--- config.mk ---
export PLATFORM = sky130hd
export DESIGN_NAME = tdm_demux_8
export DESIGN_NICKNAME = d
export VERILOG_FILES = /design/src/rtl/tdm_demux_8.sv
export SDC_FILE = /design/constraint.sdc
export NUM_CORES = 1
export LEC_CHECK = 0
export ABC_CLOCK_PERIOD_IN_PS = 1100
export CORE_UTILIZATION = 40
export DETAILED_ROUTE_END_ITERATION = 10
export DONT_BUFFER_PORTS = 1
export GPL_ROUTABILITY_DRIVEN = 1
export SYNTH_ARGS = -nofsm -noshare
export SYNTH_HDL_FRONTEND = slang
export SYNTH_SLANG_ARGS = --single-unit
--- constraint.sdc ---
create_clock -name clk -period 1.1 [get_ports clk]
set_clock_uncertainty 0.05 [all_clocks]
set_input_delay 0.11 -clock clk [delete_from_list [all_inputs] [get_ports clk]]
set_output_delay 0.11 -clock clk [all_outputs]
set_load 0.01 [all_outputs]
--- src/rtl/tdm_demux_8.sv ---
// tdm_demux_8: receive end of an 8-slot TDM serial link.
// Finds frame alignment from the slot-0 sync marker, tracks it, and
// presents each completed frame as an 8-bit word with a one-cycle valid.
//
// Slot handshake: a "slot event" is a rising clk edge with en=1. There is
// no back-pressure; every slot event is consumed. sync/din are ignored on
// cycles with en=0, and no state changes without a slot event.
//
// Alignment states:
//   HUNT    - waiting for any sync; slot counter held at 0
//   ACQUIRE - aligned but fewer than LOCK_FRAMES consecutive good syncs
//   LOCKED  - frames are delivered on the slot-7 event
// The current state is exposed on dbg_state for observation.
module tdm_demux_8 #(
  parameter int LOCK_FRAMES = 2
) (
  input  logic       clk,
  input  logic       rst_n,
  input  logic       en,
  input  logic       sync,
  input  logic       din,
  output logic [7:0] dout,
  output logic [2:0] sel,
  output logic       frame_vld,
  output logic       locked,
  output logic       sync_err,
  output logic [1:0] dbg_state
);

  typedef enum logic [1:0] {
    ST_HUNT    = 2'd0,
    ST_ACQUIRE = 2'd1,
    ST_LOCKED  = 2'd2
  } state_t;

  // Lock threshold in the width of the good-sync counter.
  localparam logic [3:0] LOCK_N = 4'(LOCK_FRAMES);

  // State reached on a fresh alignment (HUNT sync or early-sync realign).
  localparam state_t ST_ALIGNED = (LOCK_N == 4'd1) ? ST_LOCKED : ST_ACQUIRE;

  // Reset synchroniser: assertion is immediate, release is aligned to clk.
  logic [1:0] r_rst_pipe;
  logic       w_rst_n;

  // Registered state and datapath.
  state_t     r_state;
  logic [2:0] r_cnt;
  logic [3:0] r_good;
  logic [6:0] r_buf;     // slots 0..6 of the frame in progress
  logic [7:0] r_dout;
  logic       r_vld;
  logic       r_locked;
  logic       r_err;

  // Next-state values.
  state_t     w_state_nxt;
  logic [2:0] w_cnt_nxt;
  logic [3:0] w_good_nxt;
  logic [6:0] w_buf_nxt;
  logic [7:0] w_dout_nxt;
  logic       w_vld_nxt;
  logic       w_err_nxt;

  // Decoded slot conditions.
  logic       w_slot0;
  logic       w_slot7;
  logic [3:0] w_good_inc;

  // Two-flop reset release synchroniser.
  always_ff @(posedge clk or negedge rst_n) begin
    if (!rst_n) begin
      r_rst_pipe <= 2'b00;
    end else begin
      r_rst_pipe <= {r_rst_pipe[0], 1'b1};
    end
  end

  assign w_rst_n = r_rst_pipe[1];

  assign w_slot0    = (r_cnt == 3'd0);
  assign w_slot7    = (r_cnt == 3'd7);
  assign w_good_inc = (r_good == 4'hF) ? 4'hF : (r_good + 4'd1);

  // Next-state, counter, capture and delivery decisions for one slot event.
  always_comb begin
    w_state_nxt = r_state;
    w_cnt_nxt   = r_cnt;
    w_good_nxt  = r_good;
    w_buf_nxt   = r_buf;
    w_dout_nxt  = r_dout;
    w_vld_nxt   = 1'b0;
    w_err_nxt   = 1'b0;

    if (en) begin
      case (r_state)
        ST_HUNT: begin
          // Any sync marks slot 0 of a new frame.
          if (sync) begin
            w_buf_nxt   = {6'b0, din};
            w_cnt_nxt   = 3'd1;
            w_good_nxt  = 4'd1;
            w_state_nxt = ST_ALIGNED;
          end
        end

        ST_ACQUIRE, ST_LOCKED: begin
          if (w_slot0 && !sync) begin
            // Missing sync: alignment lost, start hunting again.
            w_err_nxt   = 1'b1;
            w_state_nxt = ST_HUNT;
            w_cnt_nxt   = 3'd0;
            w_good_nxt  = 4'd0;
          end else if (!w_slot0 && sync) begin
            // Early sync: trust the new marker, drop the partial frame.
            w_err_nxt   = 1'b1;
            w_buf_nxt   = {6'b0, din};
            w_cnt_nxt   = 3'd1;
            w_good_nxt  = 4'd1;
            w_state_nxt = ST_ALIGNED;
          end else if (w_slot0) begin
            // Good sync: this bit is slot 0 of the next frame.
            w_buf_nxt[0] = din;
            w_cnt_nxt    = 3'd1;
            w_good_nxt   = w_good_inc;
            if (w_good_inc >= LOCK_N) begin
              w_state_nxt = ST_LOCKED;
            end
          end else if (w_slot7) begin
            // Last slot: deliver only when locked.
            w_cnt_nxt = 3'd0;
            if (r_state == ST_LOCKED) begin
              w_dout_nxt = {din, r_buf};
              w_vld_nxt  = 1'b1;
            end
          end else begin
            // Ordinary data slot 1..6.
            for (int k = 1; k < 7; k++) begin
              if (r_cnt == 3'(k)) begin
                w_buf_nxt[k] = din;
              end
            end
            w_cnt_nxt = r_cnt + 3'd1;
          end
        end

        default: begin
          w_state_nxt = ST_HUNT;
          w_cnt_nxt   = 3'd0;
          w_good_nxt  = 4'd0;
        end
      endcase
    end
  end

  // State register.
  always_ff @(posedge clk or negedge w_rst_n) begin
    if (!w_rst_n) begin
      r_state <= ST_HUNT;
    end else begin
      r_state <= w_state_nxt;
    end
  end

  // Datapath and registered outputs.
  always_ff @(posedge clk or negedge w_rst_n) begin
    if (!w_rst_n) begin
      r_cnt    <= 3'd0;
      r_good   <= 4'd0;
      r_buf    <= 7'd0;
      r_dout   <= 8'd0;
      r_vld    <= 1'b0;
      r_locked <= 1'b0;
      r_err    <= 1'b0;
    end else begin
      r_cnt    <= w_cnt_nxt;
      r_good   <= w_good_nxt;
      r_buf    <= w_buf_nxt;
      r_dout   <= w_dout_nxt;
      r_vld    <= w_vld_nxt;
      r_locked <= (w_state_nxt == ST_LOCKED);
      r_err    <= w_err_nxt;
    end
  end

  assign dout      = r_dout;
  assign sel       = r_cnt;
  assign frame_vld = r_vld;
  assign locked    = r_locked;
  assign sync_err  = r_err;
  assign dbg_state = r_state;

endmodule

==> results of run 1 <==
## cell type report
cell class | instances | share of cell area
Timing Repair Buffer | 49 | 0.172
Sequential cell | 29 | 0.311
Clock inverter | 2 | 0.00427
Tap cell | 48 | 0.0256
Inverter | 10 | 0.0181
Clock buffer | 6 | 0.0309
Multi-Input combinational cell | 108 | 0.439
## state kept, by name, summed over array words and instances, names as in the netlist
name        flops
frame_vld       1
r_good          4
locked          1
dout            8
dbg_state       2
sync_err        1
sel             3
r_buf           7
r_rst_pipe      2
## where the power goes
group / switching (W) / internal (W)
clock network: 0.000417 / 0.000437
registers: 0.000124 / 0.00124
logic: 0.00193 / 0.00207
total: 0.00247 / 0.00375
## how the worst max path moves through the flow
stage / end / cells after the start
2_1_floorplan: dout[7]$_DFFE_PN0P_ / 6
3_3_place_gp: r_buf[6]$_DFFE_PN0P_ / 8
3_5_place_dp: r_buf[5]$_DFFE_PN0P_ / 8
4_1_cts: r_buf[0]$_DFFE_PN0P_ / 9
5_1_grt: r_buf[6]$_DFFE_PN0P_ / 8
6_report: r_buf[0]$_DFFE_PN0P_ / 9
## synthesized netlist by cell type (2+ instances only)
cell / count / share of area
sky130_fd_sc_hd__inv_1: 9 / 0.021
sky130_fd_sc_hd__a31oi_1: 4 / 0.015
sky130_fd_sc_hd__nand2b_1: 3 / 0.012
sky130_fd_sc_hd__nor4b_1: 2 / 0.011
sky130_fd_sc_hd__nor2b_1: 2 / 0.0077
sky130_fd_sc_hd__nand4_1: 3 / 0.012
sky130_fd_sc_hd__ha_1: 13 / 0.10
sky130_fd_sc_hd__nor3_4: 2 / 0.020
sky130_fd_sc_hd__o41ai_1: 2 / 0.011
sky130_fd_sc_hd__o31ai_1: 7 / 0.032
sky130_fd_sc_hd__nor2_1: 5 / 0.012
sky130_fd_sc_hd__nand2b_4: 2 / 0.017
sky130_fd_sc_hd__dfrtp_1: 29 / 0.45
sky130_fd_sc_hd__mux2_2: 9 / 0.062
sky130_fd_sc_hd__and3_1: 3 / 0.012
sky130_fd_sc_hd__o21ai_0: 12 / 0.037
sky130_fd_sc_hd__a21oi_1: 10 / 0.031
sky130_fd_sc_hd__nand2_1: 11 / 0.025
sky130_fd_sc_hd__and4_1: 2 / 0.011
## cell families (layout without fill, tap and decap cells)
| family | count (synthesis) | count (layout) | synth area share |
|---|---|---|---|
| AOI/OAI and AO/OA | 44 | 44 | 0.180 |
| adders and majority gates | 13 | 13 | 0.100 |
| buffers and inverters | 14 | 67 | 0.0416 |
| DFF | 29 | 29 | 0.447 |
| muxes | 10 | 10 | 0.0686 |
| other | 1 | 1 | 0.00231 |
| and+or+nand+nor | 40 | 40 | 0.160 |
## repair_timing
item                       CTS  global route
resized for setup           33            10
cloned                       0             0
pin swaps                   11             6
setup buffers                5             5
setup endpoints to repair   29            29
hold buffers                 3             0
hold endpoints to repair     7             0
## through the flow
| step | cell area (µm²) | util | hold WS [ns] | TNS [ns] | total power [W] |
|---|---|---|---|---|---|
| detailed placement | 1980 | 0.526 | -0.236 | -20.68 | 0.00440 |
| floorplan | 1670 | - | -0.236 | -19.33 | 0.00324 |
| finish | 2340 | 0.622 | 0.00637 | -20.17 | 0.00622 |
| global route | 2340 | 0.622 | 0.00546 | -22.14 | 0.00660 |
| global placement | 1980 | 0.526 | -0.236 | -19.06 | 0.00432 |
| CTS | 2270 | 0.603 | 0.00512 | -18.93 | 0.00593 |
## routing by layer
layer / track usage / up-vias
li1: - / 655
met1: 0.242 / 668
met2: 0.310 / 30
met3: 0.0590 / 5
met4: 0.0978 / 0
met5: 0 / -
## worst register-to-register path, cell delays in order (launching register included)
cell	delay (ns)
sky130_fd_sc_hd__dfrtp_2	0.38
sky130_fd_sc_hd__inv_2	0.05
sky130_fd_sc_hd__ha_4	0.16
sky130_fd_sc_hd__nand2b_4	0.12
sky130_fd_sc_hd__clkinv_4	0.07
sky130_fd_sc_hd__ha_4	0.18
sky130_fd_sc_hd__and2b_4	0.26
sky130_fd_sc_hd__o211ai_4	0.09
sky130_fd_sc_hd__a21oi_2	0.14
sky130_fd_sc_hd__mux2_4	0.31
==> reports/summary.md, run 1 <==
• **WL met1** 1740 µm
• **final instance count without filler cells** 252
• **depth of the worst register-to-register path** 9
• **crit share post-route** 1.77
• **total number of vias** 1358
• **CTS HTree Levels** 2
• **pins over their slew limit** 0
• **count of filler cells inserted in the layout** 286
• **max_cap viols** 0
• **dpl cells** 231
• **data arrival time of the worst path** 2.06 ns
• **routed wire length** 3920 µm
• **number of antenna violations at the first check in global routing** 0
• **maximum achievable frequency** 514 MHz
• **die outline area** 4320 µm²
• **number of global-route vias before repair** 1380
• **number of warning messages in the yosys log** 0
• **Setup crit end kind** register
• **Congestion Overflow GR** 0
• **overall die width** 65.7 µm
• **TritonCTS clock tree** yes
• **setup repair after global routing missed its margin** true
• **fraction of layout cells with a size suffix above 1** 0.480
• **Avg Cell Area, Syn** 10.7 µm²
• **combined flip-flop and latch cell area** 728 µm²
• **Worst Setup Slack, final** -0.844 ns
• **global-route wire length before repair** 6330 µm
• **Clock Sink Count** 29
• **area inside the core boundary** 3770 µm²
• **met2 routed wirelength** 1980 µm
• **insertion delay of the later-clocked pin in the worst-skew pair** 0.29 ns
• **reg2reg start** sel[1]$_DFFE_PN0P_
• **Vias/cell** 5.39
• **async set-or-reset flop fraction in the synthesized netlist** 1.00
• **highest-count cells in the layout ignoring fill and taps** sky130_fd_sc_hd__buf_4, sky130_fd_sc_hd__dfrtp_1, sky130_fd_sc_hd__nand2_1, sky130_fd_sc_hd__o21ai_1, sky130_fd_sc_hd__mux2_2
• **CP Class** reg -> reg
• **EDFF count, synth** 0
• **Antenna diodes** 0
• **synthesized cell area** 1620 µm²
• **maximum VDD drop** 1.34 mV
• **Residual DRC** 0
• **crit path time final** 1.94 ns
• **syn nets** 169
• **total leakage power** 1.08 nW
• **Place WS** -0.913 ns
• **run status** finished, violations left
• **sequence of cells on the critical path** inv_2 -> ha_4 -> nand2b_4 -> clkinv_4 -> ha_4 -> and2b_4 -> o211ai_4 -> a21oi_2 -> mux2_4
• **Placer Congestion** 0.898
• **final setup violating endpoints** 29
• **Pre-Repair DR Iteration Count** 4
• **initial core utilization** 0.430
• **biggest cell delay along the critical path** 0.38 ns
• **cell mode on critical path** sky130_fd_sc_hd__ha_4
• **Crit path max-delay family** flip-flops
• **number of nets in the layout** 221
• **clock edge transition at the registers on the reported setup and hold paths** 0.07 ns
• **failing checks** setup timing
• **count of input and output buffers** 0
• **Met3 Routed Length** 155 µm
• **predominant post-synthesis flop cell** sky130_fd_sc_hd__dfrtp_1
• **clock tree root buffer cell** sky130_fd_sc_hd__clkbuf_8
• **internal reg-to-reg setup slack** -0.84 ns
• **category of the worst setup path launch point** register
• **combined area of the multi-input logic cells** 1030 µm²
• **Hold WC Path Type** in -> async
• **top sig layer** met4
• **final routed wire length divided by cell count** 15.6 µm
• **gr usage total** 0.197
• **reg-to-reg endpoint** r_buf[0]$_DFFE_PN0P_
• **count of antenna-violating nets left after detailed routing** 0
• **maximum number of pins on one net before global-route repair** 20
• **Syn Inst Count** 151
• **launching element of the worst setup path** sel[1]$_DFFE_PN0P_
• **crit path buf inv count** 2
• **areal power density over the cells** 2650 nW/µm²
• **placed wire-length estimate after detailed placement** 2740 µm
• **most common library cell in the layout ignoring fill and taps** sky130_fd_sc_hd__buf_4
• **sequential cell area fraction in the yosys report** 0.447
• **Placement Rows** 22
• **Starting DRT DRC Count** 51
• **number of top-level pins** 21
• **number of buffers on the longest clock path** 2
• **highest-delay cell along the critical path** sky130_fd_sc_hd__dfrtp_2
• **TritonCTS buffer count** 5
• **synth-to-layout area growth** 44.5%
• **required time reported for the critical path endpoint** 1.22 ns
• **Yosys reg bits** 29
• **distinct cell type count after synthesis** 40
• **biggest fanout along the worst timing path** 5
• **number of hold-slack violations in the final timing report** 0
• **vertical die dimension** 65.7 µm
Note: power is estimated with default switching activity, not from simulation.
==> run 2: changes to the inputs <==
- CTS_BUF_LIST: unset -> sky130_fd_sc_hd__clkbuf_16
- SLEW_MARGIN: unset -> 20
==> run 2 against run 1 <==
First-iteration DRC count up 41%; sequential share of layout area fell by 1.2 points; critical endpoint is now r_buf[5]$_DFFE_PN0P_; via count grew 2.5%; the run ends with hold timing, setup timing left; critical path depth fell by 1; wire length rose by 8.7%; largest power group unchanged; design area increased by 4.1%.
==> reports/summary.md, run 2 (synthesis gave the netlist of run 1 again) <==
• **run status** finished, violations left
• **failing checks** hold timing, setup timing
• **startpoint of the tightest hold check path** en
• **areal power density over the cells** 2820 nW/µm², +6.3%
• **max FFs per register** 8, unchanged
• **count of antenna-violating nets left after detailed routing** 0, unchanged
• **number of buffers on the longest clock path** 2, unchanged
• **Congestion Overflow GR** 0, unchanged
• **setup repair after global routing missed its margin** true
• **required time reported for the critical path endpoint** 1.22 ns, about the same
• **crit share post-route** 1.78, +0.00986
• **fraction of layout cells with a size suffix above 1** 0.490, +0.00990
• **number of cells on the worst hold path** 1
• **highest-delay cell along the critical path** sky130_fd_sc_hd__dfrtp_2
• **highest-count cells in the layout ignoring fill and taps** sky130_fd_sc_hd__buf_4, sky130_fd_sc_hd__dfrtp_1, sky130_fd_sc_hd__nand2_1, sky130_fd_sc_hd__inv_1, sky130_fd_sc_hd__mux2_2
• **maximum number of pins on one net before global-route repair** 20, unchanged
• **TritonCTS buffer count** 5, unchanged
• **Pre-Repair DR Iteration Count** 4, unchanged
• **accumulated negative setup slack** -21.06 ns, -0.892 ns
• **area inside the core boundary** 3770 µm², unchanged
• **sequence of cells on the critical path** inv_2 -> ha_4 -> nand2b_4 -> ha_4 -> nand2b_4 -> nor2_4 -> nand4_1 -> o31ai_1
• **Hold WC Path Type** in -> reg
• **initial core utilization** 0.430, unchanged
• **Starting DRT DRC Count** 72, +41%
• **pins over their slew limit** 0, unchanged
• **number of nets in the layout** 223, +0.90%
• **data arrival time of the worst path** 2.07 ns, about the same
• **number of global-route vias before repair** 1360, -1.4%
• **Placement Rows** 22, unchanged
• **number of antenna violations at the first check in global routing** 0, unchanged
• **most common library cell in the layout ignoring fill and taps** sky130_fd_sc_hd__buf_4
• **placed wire-length estimate after detailed placement** 2740 µm, unchanged
• **routed wire length** 4260 µm, +8.7%
• **final routed wire length divided by cell count** 16.8 µm, +7.8%
• **synth-to-layout area growth** 50.4%
• **reg-to-reg endpoint** r_buf[5]$_DFFE_PN0P_
• **maximum achievable frequency** 511 MHz, -0.55%
• **TritonCTS clock tree** yes
• **biggest cell delay along the critical path** 0.41 ns, +0.03 ns
• **Worst Setup Slack, final** -0.855 ns, -0.0108 ns
• **destination of the worst hold path** frame_vld$_DFF_PN0_
• **placed instance area** 1980 µm², unchanged
• **vertical die dimension** 65.7 µm, unchanged
• **max_cap viols** 0, unchanged
• **biggest fanout along the worst timing path** 6, +1
• **total leakage power** 1.13 nW, +4.1%
• **clock tree root buffer cell** sky130_fd_sc_hd__clkbuf_16
• **dpl cells** 231, unchanged
• **Vias/cell** 5.48, +1.7%
• **CTS HTree Levels** 2, unchanged
• **gr usage total** 0.205, +0.00808
• **final instance count without filler cells** 254, +0.79%
• **Residual DRC** 0, unchanged
• **count of input and output buffers** 0, unchanged
• **insertion delay of the later-clocked pin in the worst-skew pair** 0.28 ns, about the same
• **depth of the worst register-to-register path** 8, -1
• **Antenna diodes** 0, unchanged
• **final setup violating endpoints** 29, unchanged
• **global-route wire length before repair** 6560 µm, +3.7%
• **overall die width** 65.7 µm, unchanged
• **category of the worst setup path launch point** register
• **maximum VDD drop** 1.33 mV, -0.59%
• **number of hold-slack violations in the final timing report** 1, +1
• **crit path time final** 1.96 ns, +0.0108 ns
• **post-layout total power** 0.00688 W, +11%
• **total number of vias** 1392, +2.5%
• **Setup crit end kind** register
• **share of the core filled with cells in the final layout** 0.647, +0.0255
• **cell area after layout** 2440 µm², +4.1%
• **die outline area** 4320 µm², unchanged
• **reg2reg start** sel[1]$_DFFE_PN0P_
• **worst hold slack after final layout** -0.000704 ns, -0.00707 ns
• **CP Class** reg -> reg
• **clock edge transition at the registers on the reported setup and hold paths** 0.06 ns, about the same
• **Placer Congestion** 0.898, unchanged
• **number of top-level pins** 21, unchanged
• **Clock Sink Count** 29, unchanged
• **internal reg-to-reg setup slack** -0.86 ns, about the same
## run 2: cell types whose count changed in the layout (fill, tap and decap cells not counted), moves of 2 or more
cell and delta:
sky130_fd_sc_hd__buf_6 +2, sky130_fd_sc_hd__o21ai_0 +2, sky130_fd_sc_hd__o21ai_1 -2, sky130_fd_sc_hd__clkbuf_16 +5
sky130_fd_sc_hd__clkbuf_8 -5
## run 2: what timing repair did
action                                  CTS  global route
setup buffers                             6             6
hold buffers                              3             0
gates resized for setup                  31            13
cloned                                    0             0
hold endpoints to repair                  6             0
endpoints found under the setup margin   29            29
pin swaps                                15            10
## run 2: stage by stage
stage / hold slack [ns] / worst slack (ns)
4_1_cts: 0.00505 / -0.779
3_3_place_gp: -0.236 / -0.783
3_5_place_dp: -0.236 / -0.913
5_1_grt: 0.00609 / -0.907
6_report: -0.000704 / -0.855
2_1_floorplan: -0.236 / -0.831
## run 2: metal layers
metal | GRT usage | up-vias | part of all wire
met5 | 0 | - | 0
met2 | 0.333 | 36 | 0.52
li1 | - | 657 | -
met4 | 0.0652 | 0 | 0.012
met3 | 0.0608 | 8 | 0.037
met1 | 0.258 | 691 | 0.44
## run 2: how the worst max path moves through the flow
| stage | from | end | cells after the start |
|---|---|---|---|
| after detailed placement | sel[1]$_DFFE_PN0P_ | r_buf[5]$_DFFE_PN0P_ | 8 |
| after global placement | sel[1]$_DFFE_PN0P_ | r_buf[6]$_DFFE_PN0P_ | 8 |
| final | sel[1]$_DFFE_PN0P_ | r_buf[5]$_DFFE_PN0P_ | 8 |
| after floorplan | sel[0]$_DFFE_PN0P_ | dout[7]$_DFFE_PN0P_ | 6 |
| after CTS | sel[1]$_DFFE_PN0P_ | r_buf[0]$_DFFE_PN0P_ | 9 |
| after global routing | sel[1]$_DFFE_PN0P_ | r_good[2]$_DFFE_PN0P_ | 9 |
## run 2: layout make-up
| class | instances | area, µm² |
|---|---|---|
| tap | 48 | 60.1 |
| sequential | 29 | 728 |
| multi-input combinational | 108 | 1030 |
| timing repair buffer | 51 | 438 |
| fill | 270 | 1330 |
| clock inverter | 3 | 13.8 |
| clock buffer | 5 | 125 |
| inverter | 10 | 42.5 |
## run 2: power by group
group | internal [W] | total, W | switching (W)
Clock | 0.000818 | 0.00128 | 0.000462
Combinational | 0.00221 | 0.00424 | 0.00203
Sequential | 0.00124 | 0.00136 | 0.000121
## run 2: critical path, delay by kind of cell, from the launching register on
| family | cells | cell delay [ns] |
|---|---|---|
| and+or+nand+nor | 4 | 0.63 |
| DFF | 1 | 0.41 |
| buffers and inverters | 1 | 0.08 |
| AOI/OAI and AO/OA | 1 | 0.33 |
| adders and majority gates | 2 | 0.34 |
==> run 3: changes to the inputs <==
- CORE_MARGIN: unset -> 5
==> run 3 against run 2 <==
The run ends with setup timing left; design area hardly changed; register-to-register slack better by 0.04 ns; sequential cell count stayed put; setup slack better by 0.043 ns; critical path depth is 1 higher; clock power hardly changed; combinational power is 5.4% lower; via count is 0.22% higher; critical path type unchanged; largest power group unchanged; highest routed layer unchanged.
==> reports/summary.md, run 3 (synthesis gave the netlist of run 1 again) <==
• **startpoint of the tightest hold check path** en
• **overall die width** 73.7 µm, +12%
• **final setup violating endpoints** 27, -6.9%
• **max FFs per register** 8, unchanged
• **TritonCTS clock tree** yes
• **Antenna diodes** 0, unchanged
• **share of the core filled with cells in the final layout** 0.615, -0.0323
• **data arrival time of the worst path** 2.01 ns, -0.06 ns
• **most common library cell in the layout ignoring fill and taps** sky130_fd_sc_hd__buf_4
• **Residual DRC** 0, unchanged
• **gr usage total** 0.174, -0.0309
• **initial core utilization** 0.409, -0.0217
• **Vias/cell** 5.51, +0.61%
• **number of global-route vias before repair** 1506, +11%
• **Setup crit end kind** register
• **areal power density over the cells** 2720 nW/µm², -3.6%
• **area inside the core boundary** 3970 µm², +5.3%
• **biggest cell delay along the critical path** 0.37 ns, -0.04 ns
• **global-route wire length before repair** 7260 µm, +11%
• **maximum number of pins on one net before global-route repair** 28, +40%
• **biggest fanout along the worst timing path** 5, -1
• **insertion delay of the later-clocked pin in the worst-skew pair** 0.28 ns, about the same
• **cell mode on critical path** sky130_fd_sc_hd__ha_4
• **number of cells on the worst hold path** 2, +1
• **number of antenna violations at the first check in global routing** 0, unchanged
• **CP Class** reg -> reg
• **final routed wire length divided by cell count** 17.5 µm, +4.4%
• **placed instance area** 1980 µm², +0.13%
• **maximum VDD drop** 1.22 mV, -8.5%
• **routed wire length** 4430 µm, +4.0%
• **vertical die dimension** 73.7 µm, +12%
• **category of the worst setup path launch point** register
• **number of top-level pins** 21, unchanged
• **placed wire-length estimate after detailed placement** 3040 µm, +11%
• **number of buffers on the longest clock path** 2, unchanged
• **max_cap viols** 0, unchanged
• **number of hold-slack violations in the final timing report** 0, -1
• **Congestion Overflow GR** 0, unchanged
• **count of input and output buffers** 0, unchanged
• **highest-delay cell along the critical path** sky130_fd_sc_hd__dfrtp_2
• **total leakage power** 1.12 nW, -0.91%
• **highest-count cells in the layout ignoring fill and taps** sky130_fd_sc_hd__buf_4, sky130_fd_sc_hd__dfrtp_1, sky130_fd_sc_hd__nand2_1, sky130_fd_sc_hd__mux2_4
• **maximum achievable frequency** 523 MHz, +2.2%
• **Clock Sink Count** 29, unchanged
• **depth of the worst register-to-register path** 9, +1
• **Worst Setup Slack, final** -0.812 ns, +0.0428 ns
• **pins over their slew limit** 0, unchanged
• **die outline area** 5430 µm², +26%
• **Starting DRT DRC Count** 140, +94%
• **Placement Rows** 23, +4.5%
• **crit path time final** 1.91 ns, -0.0428 ns
• **clock edge transition at the registers on the reported setup and hold paths** 0.05 ns, about the same
• **reg-to-reg endpoint** r_buf[0]$_DFFE_PN0P_
• **destination of the worst hold path** dbg_state[1]$_DFF_PN0_
• **total number of vias** 1395, +0.22%
• **Placer Congestion** 0.803, -11%
• **synth-to-layout area growth** 50.5%, about the same
• **cell area after layout** 2440 µm², about the same
• **internal reg-to-reg setup slack** -0.81 ns, +0.04 ns
• **Hold WC Path Type** in -> reg
• **run status** finished, violations left
• **number of nets in the layout** 220, -1.3%
• **count of antenna-violating nets left after detailed routing** 0, unchanged
• **reg2reg start** sel[1]$_DFFE_PN0P_
• **CTS HTree Levels** 2, unchanged
• **fraction of layout cells with a size suffix above 1** 0.527, +0.0368
• **setup repair after global routing missed its margin** true
• **TritonCTS buffer count** 5, unchanged
• **failing checks** setup timing
• **Pre-Repair DR Iteration Count** 4, unchanged
• **crit share post-route** 1.74, -0.0389
• **clock tree root buffer cell** sky130_fd_sc_hd__clkbuf_16
• **required time reported for the critical path endpoint** 1.20 ns, -0.02 ns
• **sequence of cells on the critical path** inv_2 -> ha_4 -> nand2b_4 -> inv_6 -> ha_4 -> and2b_4 -> o211ai_4 -> a21oi_2 -> mux2_4
[run 3: worst max-delay path, delay by kind of cell, from the launching register on]
kind	cells	cell delay (ns)
compound gates	2	0.21
fa+ha+maj	2	0.33
buf+inv	2	0.10
flops	1	0.37
mux	1	0.31
simple gates	2	0.40
[run 3: power by group]
part / switching [W] / total, W / internal [W]
clock network: 0.000447 / 0.00126 / 0.000817
registers: 0.000111 / 0.00136 / 0.00125
logic: 0.00201 / 0.00401 / 0.00200
total: 0.00257 / 0.00663 / 0.00406
[run 3: through the flow]
step	setup slack [ns]	setup TNS (ns)	hold slack, ns	std cells	power (W)
3_3_place_gp	-0.831	-19.71	-0.236	233	0.00429
5_1_grt	-0.873	-20.85	0.0116	253	0.00704
2_1_floorplan	-0.831	-19.33	-0.236	151	0.00324
4_1_cts	-0.786	-18.94	0.000268	247	0.00621
6_report	-0.812	-18.95	0.00355	253	0.00663
3_5_place_dp	-0.915	-21.15	-0.236	233	0.00437
[run 3: how the worst max path moves through the flow]
stage / cells past startpoint / slack [ns] / end / from
after floorplan: 6 / -0.83 / dout[7]$_DFFE_PN0P_ / sel[0]$_DFFE_PN0P_
after global placement: 7 / -0.83 / dout[5]$_DFFE_PN0P_ / sel[0]$_DFFE_PN0P_
after detailed placement: 8 / -0.91 / r_buf[5]$_DFFE_PN0P_ / sel[1]$_DFFE_PN0P_
after CTS: 9 / -0.79 / r_buf[0]$_DFFE_PN0P_ / sel[1]$_DFFE_PN0P_
after global routing: 8 / -0.87 / sel[2]$_DFFE_PN0P_ / sel[0]$_DFFE_PN0P_
final: 9 / -0.81 / r_buf[0]$_DFFE_PN0P_ / sel[1]$_DFFE_PN0P_
[run 3: final cells by class]
type                       instances  area, µm²
timing repair buffer              48        395
multi-input combinational        108       1070
sequential                        29        728
tap                               50       62.6
fill                             300       1530
inverter                          10       42.5
clock inverter                     3       13.8
clock buffer                       5        125
[run 3: what timing repair did]
action                                 in CTS  in global routing
setup buffers                               4                  6
hold buffers                                3                  0
endpoints found under the hold margin       6                  0
setup endpoints to repair                  27                 27
pin swaps                                  11                  5
gates cloned                                0                  0
gates resized for setup                    41                 17
[run 3: per-layer routing]
layer / GRT usage / part of all wire / vias to the layer above / wire [µm]
met5: 0 / 0 / - / 0
met4: 0.0684 / 0.014 / 0 / 63
met3: 0.0465 / 0.042 / 9 / 187
met2: 0.302 / 0.52 / 37 / 2320
met1: 0.202 / 0.42 / 693 / 1860
li1: - / - / 656 / -
